**src/rtl/icapture.sv**
```systemverilog
// Input-capture timer: prescaled timebase counter, synchronized external event input,
// edge-selected capture into CAP with CF/OVR status flags and a small register file.
module icapture #(
    parameter int         WIDTH    = 32,
    parameter logic [2:0] REG_CTRL = 3'd0,
    parameter logic [2:0] REG_PSCR = 3'd1,
    parameter logic [2:0] REG_CNTR = 3'd2,
    parameter logic [2:0] REG_CAP  = 3'd3,
    parameter logic [2:0] REG_STAT = 3'd4
) (
    input  logic             io_clk,
    input  logic             reset,
    input  logic [WIDTH-1:0] din,
    input  logic             cs,
    input  logic [2:0]       addr,
    input  logic             wen,
    input  logic             pin,
    output logic [WIDTH-1:0] dout,
    output logic             irq
);

    logic [WIDTH-1:0] r_ctrl;
    logic [WIDTH-1:0] r_pscr;
    logic [WIDTH-1:0] r_cntr;
    logic [WIDTH-1:0] r_cap;
    logic             r_cf;
    logic             r_ovr;
    logic [7:0]       r_pre_cnt;
    logic             r_tick;
    logic             r_s1;
    logic             r_s2;
    logic             r_s3;

    logic             w_wr;
    logic             w_rd;
    logic             w_en;
    logic             w_ie;
    logic [1:0]       w_edge;
    logic             w_rise;
    logic             w_fall;
    logic             w_cap;
    logic             w_stat_wr;
    logic [WIDTH-1:0] w_rdata;

    assign w_wr      = cs & wen;
    assign w_rd      = cs & ~wen;
    assign w_en      = r_ctrl[0];
    assign w_ie      = r_ctrl[1];
    assign w_edge    = r_ctrl[3:2];
    assign w_rise    = r_s2 & ~r_s3;
    assign w_fall    = ~r_s2 & r_s3;
    assign w_stat_wr = w_wr && (addr == REG_STAT);

    // EDGE=11 matches no case and therefore never captures
    assign w_cap = w_en && (((w_edge == 2'b00) && w_rise) ||
                            ((w_edge == 2'b01) && w_fall) ||
                            ((w_edge == 2'b10) && (w_rise || w_fall)));

    assign irq = r_cf & w_ie;

    always_ff @(posedge io_clk or posedge reset) begin
        if (reset) begin
            r_s1 <= 1'b0;
            r_s2 <= 1'b0;
            r_s3 <= 1'b0;
        end else begin
            r_s1 <= pin;
            r_s2 <= r_s1;
            r_s3 <= r_s2;
        end
    end

    always_ff @(posedge io_clk or posedge reset) begin
        if (reset) begin
            r_pre_cnt <= 8'd0;
            r_tick    <= 1'b0;
        end else if (!w_en) begin
            r_pre_cnt <= 8'd0;
            r_tick    <= 1'b0;
        end else if (r_pre_cnt == r_pscr[7:0]) begin
            r_pre_cnt <= 8'd0;
            r_tick    <= 1'b1;
        end else begin
            r_pre_cnt <= r_pre_cnt + 8'd1;
            r_tick    <= 1'b0;
        end
    end

    always_ff @(posedge io_clk or posedge reset) begin
        if (reset) begin
            r_ctrl <= '0;
            r_pscr <= '0;
            r_cntr <= '0;
        end else begin
            if (w_wr && (addr == REG_CTRL)) r_ctrl <= din;
            if (w_wr && (addr == REG_PSCR)) r_pscr <= din;
            // a host write wins over a coincident tick
            if (w_wr && (addr == REG_CNTR))
                r_cntr <= din;
            else if (r_tick && w_en)
                r_cntr <= r_cntr + WIDTH'(1);
        end
    end

    always_ff @(posedge io_clk or posedge reset) begin
        if (reset) begin
            r_cap <= '0;
            r_cf  <= 1'b0;
            r_ovr <= 1'b0;
        end else begin
            if (w_cap) r_cap <= r_cntr;
            if (w_cap)
                r_cf <= 1'b1;
            else if (w_stat_wr && din[1])
                r_cf <= 1'b0;
            if (w_cap && r_cf)
                r_ovr <= 1'b1;
            else if (w_stat_wr && din[2])
                r_ovr <= 1'b0;
        end
    end

    always_comb begin
        w_rdata = '0;
        case (addr)
            REG_CTRL: w_rdata = r_ctrl;
            REG_PSCR: w_rdata = r_pscr;
            REG_CNTR: w_rdata = r_cntr;
            REG_CAP:  w_rdata = r_cap;
            REG_STAT: w_rdata = {{(WIDTH-3){1'b0}}, r_ovr, r_cf, w_en};
            default:  w_rdata = '0;
        endcase
    end

    always_ff @(posedge io_clk or posedge reset) begin
        if (reset)
            dout <= '0;
        else if (w_rd)
            dout <= w_rdata;
    end

endmodule

```
**config.mk**
```make
export PLATFORM = sky130hd
export DESIGN_NAME = icapture
export DESIGN_NICKNAME = d
export VERILOG_FILES = /design/src/rtl/icapture.sv
export SDC_FILE = /design/constraint.sdc
export NUM_CORES = 1
export LEC_CHECK = 0
export ABC_AREA = 0
export CORE_MARGIN = 3
export CORE_UTILIZATION = 52
export DETAILED_ROUTE_END_ITERATION = 8
export PLACE_DENSITY = 0.76
export SYNTH_ARGS = -nofsm -noshare
export SYNTH_HDL_FRONTEND = slang
export SYNTH_SLANG_ARGS = --single-unit
```
**constraint.sdc**
```tcl
create_clock -name io_clk -period 6.84 [get_ports io_clk]
set_input_delay 2.052 -clock io_clk [delete_from_list [all_inputs] [get_ports io_clk]]
set_output_delay 2.052 -clock io_clk [all_outputs]
set_load 0.05 [all_outputs]
```
==> metrics.txt, run 1 <==
Worst Hold Path Cells=0; chip width=129 um; # setup viols final=0; routed len/inst=19.8 um; Hold Crit Start=r_s1$_DFF_PP0_; cells on worst reg2reg path=7; Slew Viols, Final=0; MaxCap Viol Count=0; Power Total=3.23 mW; Mapped Cells=673; PD cells=345 nW/um^2; Req. time, crit path=7.15 ns; register area share after synthesis=55.1%; top cell type's share of synthesized area=55.1%; adder-cell area share of the yosys netlist=0.633%; xor/xnor share of the synthesized area=4.99%; Post-Syn Nets=717; main area contributors after synthesis=dfrtp_1 55%, mux2_2 13%, a221oi_1 3.2%; Root Buffer=clkbuf_16; cell area after synthesis=7900 um^2; clk buf depth=2; vias in the first global route=5792; Min Clock Period, post-route=4.50 ns; CP Max Fanout=30; CTS sink count=174; Leakage=3.93 nW; Global Route Usage Sum=23.0%; mux cell area share after synthesis=13.8%; crit end category=register; DIE HEIGHT=129 um; Starting Density=53.8%; flop and latch count out of synthesis=174; status=complete, no violations; Setup CP Type=in2reg; initial antenna violation count=0; final worst-path cycle share=65.8%; H-tree levels=4; capture point of the worst reg-to-reg path=r_cap[13]$_DFFE_PP0P_; hold worst-path end=r_s2$_DFF_PP0_; CP arrival=4.81 ns; Synth Area in Simple Gates=10.5%; die area=16700 um^2; area leader, netlist=dfrtp_1; Seq. cell area=4350 um^2; post-route setup TNS=0 ns; Rows=44; Setup Skew=0.00742 ns; Reg2Reg Setup Slack=4.61 ns; first-pass GRT wire length=30200 um; worst min-delay path category=reg2reg; Nets=775; Worst-path clk slew=0.06 ns; synth warn=0; maximum clock frequency=0.222 GHz; PortBufs=72; DR vias=5606; crit path launch type=input port; final WL=18300 um; Iteration-0 DRC Markers=457; fillcell total=1080; DR vias/cell=6.04; fraction of layout cells with a size suffix above 1=20.0%; worst skew pair latency=0.43 ns; Remaining DRCs=0; number of setup buffers added after CTS=0; Diodes inserted=0; # resized after CTS=0; Most used DFF post-synth=dfrtp_1; library cells used by synthesis=43; largest net degree at the start of global routing=109; syn avg cell area=11.7 um^2; CTS Hold Buffers Added=0; Num CTS Buffers=17; RSZ-0062 raised after global routing=false; DP HPWL=11700 um; VDD IR-drop max=0.175 mV; IO Pins=73; R2R Path Start=r_s2$_DFF_PP0_; fraction of registers with async set/reset=100%; Post-Route Utilization=63.7%; final hold vios=0; drt pass-1 iters=7; grt ovf=0; P&R area growth vs syn=18.5%; multi-input logic area=3310 um^2; largest family of logic cells by synthesized area=multiplexers; Rel. slew slack=20.0%; Synth Area in Compound Gates=11.9%; Core ar.=14700 um^2; Slew @ Worst Pin=1.20 ns; TritonCTS clock tree=done; post-route ant nets=0; Post-synth EDFFs=0; Placer Congestion=0.883
-- critical path, stage by stage --
cell             delay, ns
clkdlybuf4s50_1       0.70
nor2b_4               0.26
and2b_1               0.13
buf_4                 0.35
and2_1                0.45
buf_4                 0.44
mux2_2                0.39
-- cell families (layout without fill, tap and decap cells) --
group / count (synthesis) / in the layout
DFF: 174 / 174
AOI/OAI and AO/OA: 138 / 138
adders and majority gates: 4 / 4
and+or+nand+nor: 163 / 163
xor gates and xnor gates: 45 / 45
muxes: 97 / 97
buffers and inverters: 52 / 123
-- routing by layer --
layer	up-vias	global-route usage [%]	routed length, um
met2	180	38.4	9230
met1	2872	30.5	7880
met3	21	4.70	973
met4	0	7.41	250
met5	-	0	0
li1	2533	-	-
-- flip-flops by register name, indices dropped and copies added, names as in the netlist --
register	flops
r_cap	32
r_cf	1
r_tick	1
r_cntr	32
r_ovr	1
r_ctrl	32
r_s2	1
r_s1	1
dout	32
r_pscr	32
r_pre_cnt	8
r_s3	1
-- synthesized netlist by cell type, types with 8 or more instances --
master,count
clkbuf_1,19
nand2_1,49
xor2_1,23
nand3_1,11
mux2_2,94
nor3_1,10
buf_2,16
a22o_1,29
nor2_1,47
o21ai_0,38
inv_1,8
xnor2_1,22
a21oi_1,32
and3_1,9
a221oi_1,29
dfrtp_1,174
-- metrics by stage --
| stage | std cells | hold slack (ns) | area [um^2] | setup WS (ns) |
|---|---|---|---|---|
| floorplan | 673 | 0.331 | 7900 | 0.0712 |
| global placement | 896 | 0.337 | 8740 | 1.99 |
| detailed placement | 896 | 0.340 | 8740 | 1.87 |
| CTS | 928 | 0.353 | 9370 | 2.36 |
| global route | 928 | 0.379 | 9370 | 2.20 |
| finish | 928 | 0.351 | 9370 | 2.34 |
-- how the worst max path moves through the flow --
| stage | cells past startpoint | startpoint | end |
|---|---|---|---|
| after floorplan | 1 | reset | dout[0]$_DFFE_PP0P_ |
| after global placement | 6 | addr[0] | r_ctrl[23]$_DFFE_PP0P_ |
| after detailed placement | 6 | addr[1] | r_ctrl[28]$_DFFE_PP0P_ |
| after CTS | 6 | addr[1] | r_ctrl[28]$_DFFE_PP0P_ |
| after global routing | 7 | addr[0] | r_pscr[22]$_DFFE_PP0P_ |
| final | 7 | addr[0] | r_pscr[22]$_DFFE_PP0P_ |
-- cells in the final DEF (no fill, tap or decap), drive strengths merged, types with 2 or more instances in the layout --
cell type and n:
and2 7, xnor2 22, nand2b 2, a21oi 33, bufinv 3, clkbuf 24, nand3 12, and4 6
nand2 50, a22oi 4, buf 11, xor2 23, ha 4, o21ai 39, nor3b 4, dfrtp 174
nor3 10, clkdlybuf4s50 72, o22a 2, clkinv 4, a22o 29, nor2b 2, a221oi 29, inv 8
and3 9, mux2i 3, mux2 94, nor4 4, nand4 8, nor2 47
-- power breakdown --
part           switching [mW]  internal [mW]
clock                   0.388          0.625
combinational           0.336          0.343
sequential              0.233           1.30
-- layout make-up --
type                       instances  area share (%)
sequential                       174            46.5
tap                              184            2.46
clock inverter                     8            1.38
multi-input combinational        447            35.4
clock buffer                      24            5.36
timing repair buffer              83            8.57
inverter                           8           0.374
Note: power is estimated with default switching activity, not from simulation.
==> run 2, diff against run 1 <==
CORE_UTILIZATION = 57   (was 52)
PLACE_DENSITY = 0.79   (was 0.76)
clock period = 4.5 ns   (was 6.84 ns; I/O delays follow)
==> run 2 against run 1 <==
Clock-buffer cell count unchanged. Cell count down 0.54%. Non-clock buffer count up 4. Flip-flop and latch count unchanged. Register-to-register slack worse by 2.4 ns. Core utilization up 5.7 points. Total power up 46%. First-iteration DRC count down 5.7%. Routed wire length up 1.4%. Critical path depth down 1.
==> metrics.txt, run 2 (synthesis results as in run 1) <==
CP arrival=3.70 ns (-1.11 ns); Setup WS post-layout=1.13 ns (-1.21 ns); dpl ws=0.782 ns (-1.09 ns); final WL=18600 um (+1.4%); status=complete, no violations; Req. time, crit path=4.83 ns (-2.32 ns); CP Max Fanout=16 (-47%); # resized after CTS=0 (unchanged); Remaining DRCs=0 (unchanged); crit end category=register; PD cells=508 nW/um^2 (+47%); Slew @ Worst Pin=0.870 ns (-0.330 ns); Global Route Usage Sum=25.7% (+2.7 points); most common cell after layout, fill and taps aside=dfrtp_1; Final Non-Filler Cells=923 (-0.54%); VDD IR-drop max=0.317 mV (+81%); H-tree levels=4 (unchanged); drt pass-1 iters=5 (-2); R2R Path Start=r_s2$_DFF_PP0_; commonest cells after routing, fill and taps aside=174 x dfrtp_1, 94 x mux2_2, 72 x clkdlybuf4s50_1, 49 x nand2_1, 47 x nor2_1; first-pass GRT wire length=30000 um (-0.43%); Iteration-0 DRC Markers=431 (-5.7%); CTS Hold Buffers Added=0 (unchanged); CTS sink count=174 (unchanged); grt ovf=0 (unchanged); maximum clock frequency=0.297 GHz; MaxCap Viol Count=0 (unchanged); cells on worst reg2reg path=7 (unchanged); vias in the first global route=5843 (+0.88%); Diodes inserted=0 (unchanged); post-route ant nets=0 (unchanged); Core ar.=13400 um^2 (-8.8%); clk buf depth=2 (unchanged); Power Total=4.73 mW (+46%); Reg2Reg Setup Slack=2.25 ns (-2.36 ns); routed len/inst=20.1 um (+1.9%); GR Util met2=43.6% (+5.2 points); Hold Crit Start=r_s1$_DFF_PP0_; DIE HEIGHT=124 um (-4.3%); # setup viols final=0 (unchanged); Placer Congestion=0.927 (+5.0%); Nets=779 (+0.52%); most crowded layer after global routing=met2; GR Layer Usage met1=32.6% (+2.1 points); fraction of layout cells with a size suffix above 1=19.8% (-0.21 points); initial antenna violation count=0 (unchanged); chip width=124 um (-4.3%); post-route setup TNS=0 ns (unchanged); global routing usage on met3=5.77% (+1.1 points); die area=15300 um^2 (-8.4%); Worst-path clk slew=0.06 ns (about the same); DR vias/cell=6.11 (+1.1%); Setup CP Type=in2reg; Worst setup startpoint=addr[0]; number of setup buffers added after CTS=0 (unchanged); Num CTS Buffers=17 (unchanged); Starting Density=59.0% (+5.2 points); final worst-path cycle share=74.9%; Slew Viols, Final=0 (unchanged); Leakage=3.90 nW (-0.70%); DR vias=5635 (+0.52%); crit path launch type=input port; Post-Route Utilization=69.5% (+5.7 points); RSZ-0062 raised after global routing=false; capture point of the worst reg-to-reg path=r_cap[6]$_DFFE_PP0P_; IO Pins=73 (unchanged); P&R area growth vs syn=17.8%; Root Buffer=clkbuf_16; worst skew pair latency=0.43 ns (about the same); worst min-delay path category=reg2reg; PortBufs=72 (unchanged); placed instance count=892 (-0.45%); Min Clock Period, post-route=3.37 ns; TritonCTS clock tree=done; final hold vios=0 (unchanged); Setup Skew=0.00743 ns (+0.0000176 ns); CP endpoint=dout[7]$_DFFE_PP0P_; DP HPWL=12100 um (+3.2%); Rel. slew slack=42.0% (+22 points); Rows=42 (-4.5%); largest net degree at the start of global routing=86 (-21%)
==> run 2: cell types whose count changed in the layout (fill, tap and decap cells not counted) <==
cell        before  now
buf_12           0    2
buf_4           11   13
bufinv_16        3    1
clkbuf_1         2    6
clkbuf_8         5    1
clkinv_2         1    4
clkinv_4         3    0
clkinvlp_4       1    3
inv_6            1    0
==> run 2: final cells by class <==
cell class                      count  area (um^2)
Clock buffer                       24          462
Clock inverter                      7         65.1
Fill cell                         972         4090
Inverter                            8         33.8
Multi-Input combinational cell    447         3310
Sequential cell                   174         4350
Tap cell                          176          220
Timing Repair Buffer               87          858
==> run 2: how the worst min path moves through the flow <==
stage / to / slack [ns] / cells past startpoint
2_1_floorplan: r_s2$_DFF_PP0_ / 0.33 / 0
6_report: r_s2$_DFF_PP0_ / 0.35 / 0
3_3_place_gp: r_s2$_DFF_PP0_ / 0.34 / 0
4_1_cts: r_s2$_DFF_PP0_ / 0.35 / 0
3_5_place_dp: r_s2$_DFF_PP0_ / 0.34 / 0
5_1_grt: r_s2$_DFF_PP0_ / 0.35 / 0
==> run 2: power by group <==
| group | switching (mW) | internal (mW) | leakage (nW) |
|---|---|---|---|
| clock network | 0.577 | 0.768 | 0.254 |
| logic | 0.522 | 0.524 | 1.53 |
| registers | 0.353 | 1.98 | 2.12 |
==> run 2: critical path, cell delays in order <==
cell	delay [ns]
clkdlybuf4s50_1	0.71
nor2b_4	0.27
and2_1	0.72
buf_4	0.32
a221oi_1	0.10
o21ai_0	0.21
==> run 2: metal layers <==
metal	part of all wire, %	up-vias
met4	2.2	0
li1	-	2541
met2	50	155
met5	0	-
met3	4.6	32
met1	43	2907
==> run 2: stage by stage <==
stage | instance area (um^2) | hold WS, ns
global placement | 8780 | 0.340
finish | 9310 | 0.349
detailed placement | 8780 | 0.339
global route | 9310 | 0.354
CTS | 9310 | 0.352
floorplan | 7910 | 0.331
